--- src/rtl/prog_loader_pkg.sv ---
// Shared constants for the serial program loader: sync byte, FSM state codes, byte-index width.
package prog_loader_pkg;
  localparam logic [7:0] SYNC_BYTE = 8'hA5;
  localparam int BIDX_W = 2;

  typedef logic [2:0] state_t;
  localparam state_t S_IDLE   = 3'd0;
  localparam state_t S_CNT_HI = 3'd1;
  localparam state_t S_CNT_LO = 3'd2;
  localparam state_t S_WORD   = 3'd3;
  localparam state_t S_CSUM   = 3'd4;
  localparam state_t S_ERROR  = 3'd5;
endpackage

--- src/rtl/prog_loader_if.sv ---
// Instruction RAM write port plus loader status, driven by prog_loader (master).
interface prog_loader_if #(parameter int ADDR_W = 11);
  logic              wen;
  logic [ADDR_W-1:0] waddr;
  logic [31:0]       wdata;
  logic              cpu_hold;
  logic              load_done;
  logic              load_err;

  modport master (output wen, waddr, wdata, cpu_hold, load_done, load_err);
  modport slave  (input  wen, waddr, wdata, cpu_hold, load_done, load_err);
endinterface

--- src/rtl/prog_loader_uart_rx_byte.sv ---
// 8N1 UART byte receiver with 2-flop synchroniser, mid-bit start re-check and stop-bit framing check.
module uart_rx_byte #(
  parameter int CLKS_PER_BIT = 139
) (
  input  logic       clk,
  input  logic       rst_n,
  input  logic       rx,
  output logic [7:0] data,
  output logic       valid,
  output logic       ferr
);
  localparam int CW = $clog2(CLKS_PER_BIT + 1);
  localparam logic [CW-1:0] LAST = CW'(CLKS_PER_BIT - 1);
  localparam logic [CW-1:0] HALF = CW'(CLKS_PER_BIT / 2 - 1);

  localparam logic [1:0] R_IDLE  = 2'd0;
  localparam logic [1:0] R_START = 2'd1;
  localparam logic [1:0] R_DATA  = 2'd2;
  localparam logic [1:0] R_STOP  = 2'd3;

  logic          rx_m, rx_s, rx_q;
  logic [1:0]    st;
  logic [CW-1:0] cnt;
  logic [2:0]    bitn;

  always_ff @(posedge clk) begin
    if (!rst_n) begin
      // sync chain resets to the idle-high level so reset release never looks like a start bit
      rx_m  <= 1'b1;
      rx_s  <= 1'b1;
      rx_q  <= 1'b1;
      st    <= R_IDLE;
      cnt   <= '0;
      bitn  <= '0;
      data  <= '0;
      valid <= 1'b0;
      ferr  <= 1'b0;
    end else begin
      rx_m  <= rx;
      rx_s  <= rx_m;
      rx_q  <= rx_s;
      valid <= 1'b0;
      ferr  <= 1'b0;
      case (st)
        R_IDLE:
          if (rx_q && !rx_s) begin
            st  <= R_START;
            cnt <= '0;
          end
        R_START:
          if (cnt == HALF) begin
            cnt  <= '0;
            bitn <= '0;
            st   <= rx_s ? R_IDLE : R_DATA;
          end else cnt <= cnt + 1'b1;
        R_DATA:
          if (cnt == LAST) begin
            cnt  <= '0;
            data <= {rx_s, data[7:1]};
            bitn <= bitn + 1'b1;
            if (bitn == 3'd7) st <= R_STOP;
          end else cnt <= cnt + 1'b1;
        R_STOP:
          if (cnt == LAST) begin
            st    <= R_IDLE;
            valid <= rx_s;
            ferr  <= !rx_s;
          end else cnt <= cnt + 1'b1;
      endcase
    end
  end
endmodule

--- src/rtl/prog_loader.sv ---
// Framed UART program loader writing 32-bit words into instruction RAM; holds the CPU while loading.
// Optional trailing checksum byte enabled by defining PROG_LOADER_CHECKSUM_EN.
module prog_loader #(
  parameter int CLKS_PER_BIT = 139,
  parameter int ADDR_W       = 11,
  parameter int DEPTH        = 2048,
  parameter int TIMEOUT_CLKS = 16000000
) (
  input  logic          clk,
  input  logic          rst_n,
  input  logic          rx,
  prog_loader_if.master bus
);
  import prog_loader_pkg::*;

  localparam int TW = $clog2(TIMEOUT_CLKS + 1);

  logic [7:0]        rx_data;
  logic              rx_vld, rx_ferr;
  state_t            state;
  logic [15:0]       cnt, widx;
  logic [BIDX_W-1:0] bidx;
  logic [23:0]       wbuf;
  logic [TW-1:0]     tmo;
  logic [15:0]       count_lo, widx_nxt;
  logic              timeout;
`ifdef PROG_LOADER_CHECKSUM_EN
  logic [7:0]        csum;
`endif

  uart_rx_byte #(.CLKS_PER_BIT(CLKS_PER_BIT)) u_rx (
    .clk   (clk),
    .rst_n (rst_n),
    .rx    (rx),
    .data  (rx_data),
    .valid (rx_vld),
    .ferr  (rx_ferr)
  );

  assign count_lo = {cnt[15:8], rx_data};
  assign widx_nxt = widx + 16'd1;
  assign timeout  = (state != S_IDLE) && (state != S_ERROR) && (tmo == TW'(TIMEOUT_CLKS - 1));

  always_ff @(posedge clk) begin
    if (!rst_n) begin
      state         <= S_IDLE;
      cnt           <= '0;
      widx          <= '0;
      bidx          <= '0;
      wbuf          <= '0;
      tmo           <= '0;
`ifdef PROG_LOADER_CHECKSUM_EN
      csum          <= '0;
`endif
      bus.wen       <= 1'b0;
      bus.waddr     <= '0;
      bus.wdata     <= '0;
      bus.cpu_hold  <= 1'b0;
      bus.load_done <= 1'b0;
      bus.load_err  <= 1'b0;
    end else begin
      bus.wen       <= 1'b0;
      bus.load_done <= 1'b0;
      if (state == S_IDLE || state == S_ERROR || rx_vld) tmo <= '0;
      else tmo <= tmo + 1'b1;

      case (state)
        S_IDLE:
          if (rx_vld && rx_data == SYNC_BYTE) begin
            state        <= S_CNT_HI;
            bus.cpu_hold <= 1'b1;
            bus.load_err <= 1'b0;
            bus.waddr    <= '0;
            widx         <= '0;
            bidx         <= '0;
`ifdef PROG_LOADER_CHECKSUM_EN
            csum         <= '0;
`endif
          end
        // CPU_HOLD is left asserted: the RAM image is incomplete
        S_ERROR: begin
          bus.load_err <= 1'b1;
          state        <= S_IDLE;
        end
        default:
          if (rx_ferr || timeout) state <= S_ERROR;
          else if (rx_vld) begin
`ifdef PROG_LOADER_CHECKSUM_EN
            csum <= csum + rx_data;
`endif
            case (state)
              S_CNT_HI: begin
                cnt[15:8] <= rx_data;
                state     <= S_CNT_LO;
              end
              S_CNT_LO: begin
                cnt[7:0] <= rx_data;
                if (17'(count_lo) > 17'(DEPTH)) state <= S_ERROR;
                else if (count_lo == 16'd0) begin
`ifdef PROG_LOADER_CHECKSUM_EN
                  state <= S_CSUM;
`else
                  state         <= S_IDLE;
                  bus.load_done <= 1'b1;
                  bus.cpu_hold  <= 1'b0;
`endif
                end else state <= S_WORD;
              end
              S_WORD: begin
                bidx <= bidx + 1'b1;
                wbuf <= {wbuf[15:0], rx_data};
                if (bidx == BIDX_W'(3)) begin
                  bus.wen   <= 1'b1;
                  bus.wdata <= {wbuf, rx_data};
                  bus.waddr <= widx[ADDR_W-1:0];
                  widx      <= widx_nxt;
                  if (widx_nxt == cnt) begin
`ifdef PROG_LOADER_CHECKSUM_EN
                    state <= S_CSUM;
`else
                    state         <= S_IDLE;
                    bus.load_done <= 1'b1;
                    bus.cpu_hold  <= 1'b0;
`endif
                  end
                end
              end
`ifdef PROG_LOADER_CHECKSUM_EN
              S_CSUM:
                if (rx_data == csum) begin
                  state         <= S_IDLE;
                  bus.load_done <= 1'b1;
                  bus.cpu_hold  <= 1'b0;
                end else state <= S_ERROR;
`endif
              default: state <= S_ERROR;
            endcase
          end
      endcase
    end
  end
endmodule
--- src/flat_wrapper.sv ---
// flat-port wrapper written by rule: the top's interface ports become plain ports
module prog_loader_flat import prog_loader_pkg::*;
#(
  parameter int CLKS_PER_BIT = 139,
  parameter int ADDR_W       = 11,
  parameter int DEPTH        = 2048,
  parameter int TIMEOUT_CLKS = 16000000
)
  (clk, rst_n, rx, bus_wen, bus_waddr, bus_wdata, bus_cpu_hold, bus_load_done, bus_load_err);
  prog_loader_if #(.ADDR_W(ADDR_W)) bus_i ();
  input  logic clk;
  input  logic rst_n;
  input  logic rx;
  output wire logic [$bits(bus_i.wen)-1:0] bus_wen;
  output wire logic [$bits(bus_i.waddr)-1:0] bus_waddr;
  output wire logic [$bits(bus_i.wdata)-1:0] bus_wdata;
  output wire logic [$bits(bus_i.cpu_hold)-1:0] bus_cpu_hold;
  output wire logic [$bits(bus_i.load_done)-1:0] bus_load_done;
  output wire logic [$bits(bus_i.load_err)-1:0] bus_load_err;
  assign bus_wen = bus_i.wen;
  assign bus_waddr = bus_i.waddr;
  assign bus_wdata = bus_i.wdata;
  assign bus_cpu_hold = bus_i.cpu_hold;
  assign bus_load_done = bus_i.load_done;
  assign bus_load_err = bus_i.load_err;
  prog_loader #(.CLKS_PER_BIT(CLKS_PER_BIT), .ADDR_W(ADDR_W), .DEPTH(DEPTH), .TIMEOUT_CLKS(TIMEOUT_CLKS)) u_core (.clk(clk), .rst_n(rst_n), .rx(rx), .bus(bus_i));
endmodule
--- config.mk ---
export PLATFORM = sky130hd
export DESIGN_NAME = prog_loader_flat
export DESIGN_NICKNAME = d
export VERILOG_FILES = /design/src/rtl/prog_loader_pkg.sv /design/src/rtl/prog_loader_if.sv /design/src/rtl/prog_loader_uart_rx_byte.sv /design/src/rtl/prog_loader.sv /design/src/flat_wrapper.sv
export SDC_FILE = /design/constraint.sdc
export NUM_CORES = 1
export LEC_CHECK = 0
export ABC_AREA = 0
export BUFFER_PORTS_ARGS = -buffer_cell sky130_fd_sc_hd__buf_2
export CELL_PAD_IN_SITES_DETAIL_PLACEMENT = 0
export CELL_PAD_IN_SITES_GLOBAL_PLACEMENT = 1
export CORE_ASPECT_RATIO = 1.4
export CORE_MARGIN = 1.5
export CORE_UTILIZATION = 40
export CTS_BUF_LIST = sky130_fd_sc_hd__clkbuf_2
export DETAILED_ROUTE_END_ITERATION = 8
export PLACE_DENSITY_LB_ADDON = 0.3
export SYNTH_ARGS = -nofsm -noshare
export SYNTH_HDL_FRONTEND = slang
export SYNTH_SLANG_ARGS = --single-unit
--- constraint.sdc ---
create_clock -name clk -period 6.8 [get_ports clk]
set_input_delay 0.68 -clock clk [delete_from_list [all_inputs] [get_ports clk]]
set_output_delay 0.68 -clock clk [all_outputs]
set_load 0.02 [all_outputs]
## Yosys cells after proc, flatten, opt, wreduce, memory -nomap -nowiden

Index checks and enable logic that the tools add are counted.

| cells by class | value |
|---|---|
| reduce and logical (&&, ||, !) cells | 37 |
| add/subtract/negate cells | 5 |
| $lt $le $gt $ge | 1 |
| equal/unequal tests | 29 |
| muxes and demuxes | 58 |
| bitwise operators | 6 |

Operator list:

| operator | number |
|---|---|
| two-way mux 16 bit | 5 |
| two-way mux 11 bit | 5 |
| two-way mux 8 bit | 4 |
| case mux 16 bit (2 select lines) | 1 |
| case mux 8 bit (4 select lines) | 1 |
| adder 24 x 1 -> 24 bit, second input constant | 1 |
| equality test 24 bit, second input constant | 1 |
| two-way mux 3 bit | 8 |
| two-way mux 2 bit | 11 |
| case mux 11 bit (2 select lines) | 1 |
| adder 16 x 1 -> 16 bit, second input constant | 1 |
| equality test 16 bit | 1 |
| equality test 8 bit, second input constant | 2 |
| greater-than comparator 16 x 12 -> 1 bit, second input constant | 1 |
| zero test 16 bit | 1 |
| AND reduction 4 bit | 4 |
| AND reduction 5 bit | 3 |
| != test 2 bit, second input constant | 7 |
| two-way mux 1 bit | 13 |
| case mux 3 bit (2 select lines) | 2 |
| != test 5 x 1 -> 1 bit, second input constant | 2 |
| nonzero test 2 bit | 5 |
| != test 3 x 1 -> 1 bit, second input constant | 3 |
| case mux 3 bit (3 select lines) | 1 |
| other kinds (30) | 52 |

| storage, ports and cells | value |
|---|---|
| flip-flop bits (word level) | 158 |
| bits of input ports | 3 |
| logic and storage cells | 158 |
| output and inout port bits | 47 |

## Longest topological paths before layout

Gate-level depths: netlist of the first run.

| logic depth | value |
|---|---|
| depth in word-level cells | 8 |
| gate-level depth with buffers | 11 |
| mapped depth without buffers | 9 |

## By module

From an unflattened synthesis of the first run, not the netlist that was laid out.

| second synthesis, totals | value |
|---|---|
| cell total of the unflattened synthesis | 888 |
| area total of the unflattened synthesis | 7872.6 µm² |

Modules (own cells, without submodules):

| module | area each (µm²) | instances | sequential area each (µm²) | cells each |
|---|---|---|---|---|
| prog_loader | 6558.8 | 1 | 2642.5 | 752 |
| uart_rx_byte | 1313.8 | 1 | 520.5 | 136 |

## Least setup slack after synthesis of the first run

Ideal clock, no wire load.

| timing | value |
|---|---|
| kind | register -> register |
| from | reg u_core.widx[0] |
| to | reg u_core.state[1] |
| period minus slack after synthesis | 2.504 ns |
| stages on the path, launching flop included | 10 |
| setup time | 0.072 ns |
| slack | 4.296 ns |
| required time | 6.728 ns |
| buffers on the path | 0 |
| arrival | 2.432 ns |
| path through | dfxtp_1 ha_1 nand3_1 nor3_4 mux2i_1 or4_4 nor4_4 nand3_2 a41oi_2 mux2i_1 |

| on the way | value |
|---|---|
| word-level cells in the longest chain between the ends | 4 |

Ends and longest elaborated chain:

| what | RTL line | source |
|---|---|---|
| start, declared | prog_loader.sv:21 | `logic [15:0] cnt, widx;` |
| start signal, assigned | prog_loader.sv:116 | `widx <= widx_nxt;` |
| adder 16 x 1 -> 16 bit | prog_loader.sv:41 | `assign widx_nxt = widx + 16'd1;` |
| equality test 16 bit | prog_loader.sv:117 | `if (widx_nxt == cnt) begin` |
| != test 5 x 1 -> 1 bit (no source line) | -- |  |
| AND reduction 4 bit (no source line) | -- |  |
| end signal, assigned | prog_loader.sv:46 | `state <= S_IDLE;` |
| end signal, assigned | prog_loader.sv:121 | `state <= S_IDLE;` |
| end signal, assigned | prog_loader.sv:136 | `default: state <= S_ERROR;` |
| end, declared | prog_loader.sv:20 | `state_t state;` |

No other way between the ends.
A chain may end at the register's enable or synchronous reset.

## Final worst setup path of the first run

| timing | value |
|---|---|
| from | reg u_core.state[0] |
| to | reg u_core.widx[12] |

| on the way | value |
|---|---|
| word-level cells in the longest chain between the ends | 6 |
| elaborated cells on any way between the ends | 16 |
| those cells by class | 5 x eq/ne; 1 x mux; 1 x bitwise; 9 x reduce/logical |

Ends and longest elaborated chain:

| what | RTL line | source |
|---|---|---|
| start signal, assigned | prog_loader.sv:46 |  |
| start signal, assigned | prog_loader.sv:70 | `state <= S_CNT_HI;` |
| start signal, assigned | prog_loader.sv:83 | `state <= S_IDLE;` |
| != test 3 bit or nonzero test 3 bit (tied branches) | prog_loader.sv:42 | `assign timeout = (state != S_IDLE) && (state != S_ERROR) && (tmo == TW'(TIMEOUT_CLKS - 1));` |
| logical AND 1 bit (2 in a row) | prog_loader.sv:42 |  |
| logical OR 1 bit | prog_loader.sv:86 | `if (rx_ferr \|\| timeout) state <= S_ERROR;` |
| != test 2 x 1 -> 1 bit (no source line) | -- |  |
| AND reduction 6 bit (no source line) | -- |  |

Parallel ways exist; a longest one is shown, timed or not.

==> impl_metrics.toml, run 1 <==
[placed_design]
io_buffers = 49
placedCellCount = 1097
detailed_place.area_um2 = 7670
pre_cts_slack_ns = 3.42
weighted_congestion_reported_at_the_end_of_routability_driven_placement = 0.875
hpwlAfterDp_um = 11500

[sta]
timing_worst_slew_pin_value_ns = 1.02
timing.final.hold_violations = 0
final.setup_skew_ns = 0.0285
timing.slew.headroom_pct = 31.7
final_min_period_over_clock_period_pct = 50.2
drv_slew = 0
setup_failing_eps_final = 0
finalSetupTns_ns = 0
final_period_minus_worst_setup_slack_ns = 3.42
timing.final.ws_setup_ns = 3.38
setup_repair_after_global_routing_missed_its_margin = "false"
max_clock_freq_mhz = 293

[global_routing]
overflow = 0
grt_max_degree = 83
via_count_of_the_first_global_routing_pass = 5636
grt_use_total_pct = 18.2
grt_antenna_before_repair = 1
first_pass_grt_wire_length_um = 28400

[clocking]
htree_num_levels = 4
insertion_delay_ns = 0.75
cts_inserted_buffers = 17
cts_hold_repair.buffers = 0
clkSinkCount = 158
cts-root-buf = "sky130_fd_sc_hd__clkbuf_2"
cts-root-to-sink-buffers = 2
post-cts-setup-buffers = 0
clk_pin_slew_worst_paths_ns = 0.23
cts.repair.resized = 0
tritoncts = "done"

[power]
ir_drop_worst_case_vdd_mv = 0.105
finalPower_w = 0.00149
power.leakage_nw = 2.81
p_per_area_nw_per_um2 = 188

[yosys]
synth.yosys.seq_area_share_pct = 43.0
synthDistinctLibCells = 72
number_of_enable_type_register_cells_in_the_synthesized_netlist = 0
synth.cells.most_frequent = "sky130_fd_sc_hd__nand2_1, sky130_fd_sc_hd__dfxtp_1, sky130_fd_sc_hd__a21boi_0"
synth.ff_latch_count = 158
synth.area.top_cells = "sky130_fd_sc_hd__dfxtp_1, sky130_fd_sc_hd__nand2_1, sky130_fd_sc_hd__a21boi_0, sky130_fd_sc_hd__xor2_1, sky130_fd_sc_hd__o21ai_0"
synth.net_count = 876
synth_top_area_cell = "sky130_fd_sc_hd__dfxtp_1"
async_reset_ff_share_pct = 0
yosysWarnings = 0
postSynthAreaPerCell_um2 = 8.51
post-synth-top-count-cell = "sky130_fd_sc_hd__nand2_1"
synth_flop_type = "sky130_fd_sc_hd__dfxtp_1"
synthesis.area_um2 = 7360
synth_largest_type_area_fraction_pct = 43.0
synthCells = 865

[die]
dieWidth_um = 118
floorplan.io_pins = 50
die_area_um2 = 19200
initial_utilization_pct = 40.9
std_cell_rows = 58
core_region_area_um2 = 18000
die_h_um = 164

[detailed_routing]
vias_per_cell = 5.21
route.detailed.drc = 0
detailedRoute.firstPassIterationCount = 5
routedWlPerCell_um = 15.0
dr.first_iter.drc_count = 241
vias = 5889
detail_route.wirelength_um = 17000
route.antenna.remaining_nets = 0

[final_layout]
final_design_area_no_fill_um2 = 7920
syn_to_final_growth_pct = 7.58
layout.nets = 887
drive_above_1_share_pct = 12.5
stdcell_count = 1131

[critical_path]
critical-path-slowest-cell = "sky130_fd_sc_hd__and2_2"
reg2regPathDepth = 9
path_class = "register to register"
critical_path.endpoint_type = "register"
arrival_time_at_the_worst_endpoint_ns = 4.09
cp_data_required_time_ns = 7.47
worst_path_max_stage_delay_ns = 0.88
crit_fanout = 51
worstPathCellList = "nor2b_1, or3_4, a41oi_4, and2_2, nand2_2, inv_2, and2_0, o21ai_0, o31ai_1"
timing.critical_path.from_type = "register"

[run_status]
outcome = "finished, final reports clean"

[flow_run]
max_cap_violations = 0

[hold_path]
holdCritPathClass = "primary input to register"
hold-path-cell-count = 2
[through the flow]
step	utilization [%]	hold WS [ns]
2_1_floorplan	-	0.386
6_report	44.0	0.107
3_5_place_dp	42.6	0.399
5_1_grt	44.0	0.0544
3_3_place_gp	42.6	0.411
4_1_cts	44.0	0.0274
[cell type report]
class / instances / area, um2
inverters: 13 / 48.8
clock buffers: 17 / 85.1
clock inverters: 15 / 163
well taps: 240 / 300
flip-flops and latches: 158 / 3160
multi-input cells: 633 / 3880
repair buffers: 53 / 278
fillers: 1919 / 10100
diodes: 2 / 5.00
[layout by cell type, fill, tap and decap left out, drive strengths merged, types with 19 or more instances in the layout]
cell,netlist,layout
a21boi,82,82
buf,27,53
xor2,26,26
nor2,47,47
mux2i,19,19
nor2b,27,27
dfxtp,158,158
o21ai,39,39
nand2,180,180
nand3,33,33
[logic make-up after synthesis]
kind of cell / share of synthesized area (%)
xor gates and xnor gates: 5.11
buffers and inverters: 4.38
AOI/OAI and AO/OA: 15.9
adders and majority gates: 1.36
and+or+nand+nor: 27.4
DFF: 43.0
muxes: 2.89
[where the power goes]
group / switching, W / internal, W / leakage, nW
Clock: 0.000359 / 0.000174 / 0.137
Sequential: 0.00000242 / 0.000930 / 1.27
Combinational: 0.0000141 / 0.0000113 / 1.40
Total: 0.000375 / 0.00112 / 2.81
[state kept, by name, summed over array words and instances, names as in the netlist, 3 cells and up, named ones only]
register,flops
u_core.u_rx.data,8
u_core.u_rx.bitn,3
u_core.bus.waddr,11
u_core.wbuf,24
u_core.tmo,24
u_core.cnt,16
u_core.u_rx.cnt,8
u_core.bus.wdata,32
u_core.state,3
u_core.widx,16
[worst max-delay path, delay by kind of cell, from the launching register on]
family,cells,cell delay (ns)
buffers and inverters,1,0.17
AND/OR/NAND/NOR,5,2.08
AO/OA/AOI/OAI,3,0.52
flip-flops,1,0.54
[layer usage]
metal	wire (um)	track usage, %	up-vias
met5	0	0	-
met4	308	6.37	0
met3	527	3.67	19
met2	8490	32.2	96
met1	7690	21.9	2788
li1	-	-	2986
[path summary, 6_finish.rpt]
check	slack (ns)	to	from
worst min register to register	0.44	u_core.u_rx.rx_s	u_core.u_rx.rx_m
worst min-delay path	0.11	u_core.u_rx.rx_m	rx
worst max register to register	3.38	u_core.widx[12]	u_core.state[0]
worst max-delay path	3.38	u_core.widx[12]	u_core.state[0]
Power figures use the tool's default switching activity.
==> inputs of run 2 (changes only) <==
clock period = 2.8 ns   (was 6.8 ns; I/O delays follow)
==> impl_metrics.toml, run 2 (synthesis gave the netlist of run 1 again) <==
[run_status]
outcome = "finished, final reports clean"

[detailed_routing]
wl_met2_um = 8660
vias_per_cell = 5.17
routedWlPerCell_um = 15.2
met3WireLength_um = 487
dr.first_iter.drc_count = 266
route.detailed.drc = 0
wl_met1_um = 8070
detail_route.wirelength_um = 17600
route.antenna.remaining_nets = 0
vias = 5996
detailedRoute.firstPassIterationCount = 5
top_signal_layer_used = "met4"

[critical_path]
path_class = "register to register"
cp_data_required_time_ns = 3.46
critical_path.endpoint_type = "register"
timing.critical_path.from_type = "register"
arrival_time_at_the_worst_endpoint_ns = 3.28
crit_fanout = 5

[hold_path]
holdCritPathClass = "register to register"

[global_routing]
grt_use_total_pct = 18.5
grt_max_degree = 54
first_pass_grt_wire_length_um = 28700
overflow = 0
grt_antenna_before_repair = 1
via_count_of_the_first_global_routing_pass = 5756

[clocking]
cts-root-to-sink-buffers = 2
post-cts-setup-buffers = 0
htree_num_levels = 4
clk_pin_slew_worst_paths_ns = 0.24
tritoncts = "done"
insertion_delay_ns = 0.76
cts-root-buf = "sky130_fd_sc_hd__clkbuf_2"
clkSinkCount = 158
cts_inserted_buffers = 17

[power]
p_per_area_nw_per_um2 = 457
power.leakage_nw = 3.04
ir_drop_worst_case_vdd_mv = 0.269

[placed_design]
placedCellCount = 1123
io_buffers = 49
weighted_congestion_reported_at_the_end_of_routability_driven_placement = 0.879
hpwlAfterDp_um = 11900
detailed_place.area_um2 = 7890
pre_cts_slack_ns = 0.158

[final_layout]
drive_above_1_share_pct = 16.4
final_design_area_no_fill_um2 = 8280
nFillCells = 1900
syn_to_final_growth_pct = 12.4
seqCellArea_um2 = 3170
max_ffs_per_register = 32
final_common_cell = "sky130_fd_sc_hd__nand2_1"
largestRegisters = "u_core.bus.wdata: 32 flops, u_core.tmo: 24 flops, u_core.wbuf: 24 flops"
max_flop_register = "u_core.bus.wdata"
multi_input_comb_area_um2 = 3910
stdcell_count = 1160
layout.nets = 917
layout.cells.most_common_list = "sky130_fd_sc_hd__nand2_1, sky130_fd_sc_hd__dfxtp_1, sky130_fd_sc_hd__a21boi_0, sky130_fd_sc_hd__buf_2, sky130_fd_sc_hd__nor2_1"

[sta]
drv_slew = 0
timing_worst_slew_pin_value_ns = 0.576
max_clock_freq_mhz = 382
timing.slew.headroom_pct = 61.1
final_period_minus_worst_setup_slack_ns = 2.62
timing.final.ws_setup_ns = 0.181
final_min_period_over_clock_period_pct = 93.5
final.setup_skew_ns = 0.0480
setup_failing_eps_final = 0
finalSetupTns_ns = 0
timing.final.hold_violations = 0

[die]
core_region_area_um2 = 18000
floorplan.io_pins = 50
dieWidth_um = 118
die_h_um = 164
die_area_um2 = 19200
std_cell_rows = 58
initial_utilization_pct = 40.9

[flow_run]
max_cap_violations = 0
-- run 2: changes by cell type in the layout (fill, tap and decap cells not counted), moves of 2 or more --
cell and change:
sky130_fd_sc_hd__clkinvlp_4 -3, sky130_fd_sc_hd__dlygate4sd3_1 +3, sky130_fd_sc_hd__dfxtp_1 -7, sky130_fd_sc_hd__inv_8 +2
sky130_fd_sc_hd__dfxtp_2 +7, sky130_fd_sc_hd__buf_4 +24, sky130_fd_sc_hd__buf_12 +2
-- run 2: worst paths after layout --
check | start | endpoint | slack [ns] | cells past startpoint
setup / recovery | u_core.widx[10] | u_core.state[0] | 0.18 | 8
hold / removal | u_core.u_rx.rx_m | u_core.u_rx.rx_s | 0.46 | 1
setup reg to reg | u_core.widx[10] | u_core.state[0] | 0.18 | 8
hold reg to reg | u_core.u_rx.rx_m | u_core.u_rx.rx_s | 0.46 | 1
-- run 2: per-layer routing --
layer / track usage [%] / vias up
met1: 22.4 / 2831
met5: 0 / -
met4: 7.26 / 0
met3: 3.42 / 28
li1: - / 3043
met2: 32.5 / 94
-- run 2: area by class of cell --
type,instances,area share (%)
Inverter,13,0.590
Antenna cell,1,0.0302
Multi-Input combinational cell,633,47.2
Sequential cell,158,38.3
Timing Repair Buffer,83,6.68
Tap cell,240,3.63
Clock buffer,17,1.03
Clock inverter,15,2.46
-- run 2: power by group --
| group | internal, W | switching [W] |
|---|---|---|
| sequential | 0.00226 | 0.00000591 |
| combinational | 0.0000322 | 0.0000368 |
| clock | 0.000535 | 0.000914 |
| total | 0.00283 | 0.000957 |
-- run 2: worst max-delay path, stage by stage (launching register included) --
cell and delay [ns]:
sky130_fd_sc_hd__dfxtp_1 0.54, sky130_fd_sc_hd__nand4_4 0.19, sky130_fd_sc_hd__nor4_4 0.33, sky130_fd_sc_hd__xnor2_1 0.12, sky130_fd_sc_hd__or4_4 0.53, sky130_fd_sc_hd__nor4_4 0.18, sky130_fd_sc_hd__nand3_2 0.16, sky130_fd_sc_hd__a41oi_2 0.27
sky130_fd_sc_hd__mux2i_1 0.21
-- run 2: repair_timing --
action | in CTS | in global routing
hold endpoints to repair | 17 | 0
hold buffers | 3 | 0
resized for setup | 0 | 15
endpoints found under the setup margin | 0 | 12
-- run 2: through the flow --
step / util, % / total power [W] / hold WS [ns]
after detailed placement: 43.8 / 0.00237 / 0.422
after global routing: 46.0 / 0.00392 / 0.428
final: 46.0 / 0.00378 / 0.461
after CTS: 45.6 / 0.00384 / 0.379
after global placement: 43.8 / 0.00237 / 0.405
after floorplan: - / 0.00235 / 0.381
==> inputs of run 3 (changes only) <==
SYNTH_HIERARCHICAL = 1   (was not set)
==> impl_metrics.toml, run 3 <==
[sta]
finalSetupTns_ns = 0
drv_slew = 0
max_clock_freq_mhz = 376
timing_worst_slew_pin_value_ns = 0.924
timing.final.hold_violations = 0
setup_failing_eps_final = 0
setup_repair_after_global_routing_missed_its_margin = "false"
timing.final.ws_setup_ns = 0.143
timing.slew.headroom_pct = 38.3
final_min_period_over_clock_period_pct = 94.9
final.setup_skew_ns = 0.0513
final_period_minus_worst_setup_slack_ns = 2.66

[final_layout]
largestRegisters = "u_core/bus.wdata: 32 flops, u_core/tmo: 24 flops, u_core/wbuf: 24 flops"
syn_to_final_growth_pct = 10.9
final_common_cell = "sky130_fd_sc_hd__nand2_1"
layout.cells.most_common_list = "sky130_fd_sc_hd__nand2_1, sky130_fd_sc_hd__dfxtp_1, sky130_fd_sc_hd__nor2_1, sky130_fd_sc_hd__buf_2, sky130_fd_sc_hd__a21boi_0"
nFillCells = 1970
max_ffs_per_register = 32
layout.nets = 953
multi_input_comb_area_um2 = 4340
seqCellArea_um2 = 3160
drive_above_1_share_pct = 19.7
max_flop_register = "u_core/bus.wdata"

[clocking]
htree_num_levels = 4
cts-root-buf = "sky130_fd_sc_hd__clkbuf_2"
tritoncts = "done"
clkSinkCount = 158
post-cts-setup-buffers = 0
insertion_delay_ns = 0.80
clk_pin_slew_worst_paths_ns = 0.28
cts-root-to-sink-buffers = 2
cts_inserted_buffers = 17

[power]
power.leakage_nw = 3.18
p_per_area_nw_per_um2 = 458
finalPower_w = 0.00399
ir_drop_worst_case_vdd_mv = 0.188

[yosys]
synth_flop_type = "sky130_fd_sc_hd__dfxtp_1"
synth.cells.most_frequent = "sky130_fd_sc_hd__nand2_1, sky130_fd_sc_hd__dfxtp_1, sky130_fd_sc_hd__nor2_1"
synth_largest_type_area_fraction_pct = 40.2
synthesis.area_um2 = 7870
async_reset_ff_share_pct = 0
synthCells = 888
synth.yosys.seq_area_share_pct = 40.2
synth.ff_latch_count = 158
synth.net_count = 899
synth_top_area_cell = "sky130_fd_sc_hd__dfxtp_1"
synth.area.top_cells = "sky130_fd_sc_hd__dfxtp_1, sky130_fd_sc_hd__nand2_1, sky130_fd_sc_hd__a21boi_2, sky130_fd_sc_hd__a21boi_0, sky130_fd_sc_hd__nand3_1"
post-synth-top-count-cell = "sky130_fd_sc_hd__nand2_1"
synthDistinctLibCells = 79
yosysWarnings = 6
number_of_enable_type_register_cells_in_the_synthesized_netlist = 0
postSynthAreaPerCell_um2 = 8.87

[detailed_routing]
vias = 6258
route.antenna.remaining_nets = 0
dr.first_iter.drc_count = 382
routedWlPerCell_um = 15.2
detailedRoute.firstPassIterationCount = 4
route.detailed.drc = 0
detail_route.wirelength_um = 18300
vias_per_cell = 5.20

[global_routing]
via_count_of_the_first_global_routing_pass = 6056
first_pass_grt_wire_length_um = 30400
grt_use_total_pct = 18.6
grt_max_degree = 107
grt_antenna_before_repair = 1
overflow = 0

[critical_path]
timing.rr.end = "u_core/bus.load_done"
critical_path.endpoint_type = "register"
cp_data_required_time_ns = 3.53
regToRegSetupSlack_ns = 0.14
crit_fanout = 7
path_class = "register to register"
arrival_time_at_the_worst_endpoint_ns = 3.39
worst_setup_path_endpoint = "u_core/bus.load_done"
timing.critical_path.from_type = "register"
r2r_start = "u_core/widx[11]"
worstPathCellList = "inv_1, or4_1, xnor2_1, a2111oi_1, nand4_1, or3_1, a21oi_1"
critical-path-slowest-cell = "sky130_fd_sc_hd__or4_1"
worst_path_max_stage_delay_ns = 0.59
reg2regPathDepth = 7
critPathLaunch = "u_core/widx[11]"

[die]
std_cell_rows = 60
dieWidth_um = 122
floorplan.io_pins = 50
die_area_um2 = 20500
core_region_area_um2 = 19300
die_h_um = 169
initial_utilization_pct = 40.8

[hold_path]
hold-path-cell-count = 3
holdCritPathClass = "primary input to register"

[placed_design]
weighted_congestion_reported_at_the_end_of_routability_driven_placement = 0.851
hpwlAfterDp_um = 12600
io_buffers = 49
pre_cts_slack_ns = 0.156

[run_status]
outcome = "finished, final reports clean"

[flow_run]
max_cap_violations = 0
run 3: cell count changes in the layout (fill, tap and decap cells not counted), sizes merged, moves of 4 or more:
cell | before | now
nor3b | 6 | 2
nand3 | 33 | 44
a21boi | 82 | 89
a21oi | 18 | 23
nand2 | 180 | 175
or2 | 4 | 0
o211ai | 1 | 5
buf | 79 | 89
o21ai | 39 | 21
o21a | 1 | 5
or3 | 6 | 14
nor2 | 47 | 54
run 3: worst max-delay path: cells and delay by family, from the launching register on:
kind	cells	cell delay (ns)
buffers and inverters	1	0.06
AND/OR/NAND/NOR	3	1.19
flip-flops	1	0.57
AO/OA/AOI/OAI	2	0.61
XOR/XNOR	1	0.18
run 3: power by group:
group          internal, W  switching [W]
Clock             0.000318        0.00101
Sequential         0.00227      0.0000164
Combinational     0.000131       0.000241
run 3: worst min-delay path by stage:
stage	from	endpoint	slack, ns
finish	rst_n	u_core/u_rx/rx_s	0.41
global route	rst_n	u_core/widx[11]	0.34
CTS	rst_n	u_core/u_rx/rx_s	0.32
detailed placement	u_core/u_rx/rx_m	u_core/u_rx/rx_s	0.40
global placement	u_core/u_rx/rx_m	u_core/u_rx/rx_s	0.39
floorplan	rst_n	u_core/u_rx/rx_s	0.35
run 3: cell families after synthesis:
logic type	Yosys count	synth area share [%]
buf+inv	66	4.85
compound gates	176	18.3
simple gates	416	27.7
xor+xnor	41	4.56
fa+ha+maj	8	1.27
mux	23	3.10
flops	158	40.2
run 3: metrics by stage:
step	util [%]	cell area (um2)	cells	hold slack, ns
after CTS	45.2	8720	1203	0.323
after global placement	43.6	8420	1168	0.393
after floorplan	-	7870	888	0.353
final	45.2	8730	1204	0.406
after detailed placement	43.6	8420	1168	0.399
after global routing	45.2	8730	1204	0.345
run 3: per-layer routing:
metal | global-route usage [%] | vias up | wire [um]
met5 | 0 | - | 0
met4 | 7.01 | 0 | 293
met3 | 3.71 | 26 | 467
met2 | 33.4 | 88 | 9520
met1 | 21.6 | 2932 | 8000
li1 | - | 3212 | -
run 3: cell type report:
cell class | count | share of cell area, %
clock buffer | 17 | 0.975
clock inverter | 15 | 2.15
inverter | 9 | 0.387
tap | 248 | 3.56
multi-input combinational | 664 | 49.8
antenna | 1 | 0.0287
sequential | 158 | 36.2
timing repair buffer | 92 | 6.91
run 3: timing repair:
action | in CTS | in global routing
resized for setup | 0 | 2
hold endpoints to repair | 26 | 0
endpoints found under the setup margin | 0 | 2
hold buffers | 3 | 0
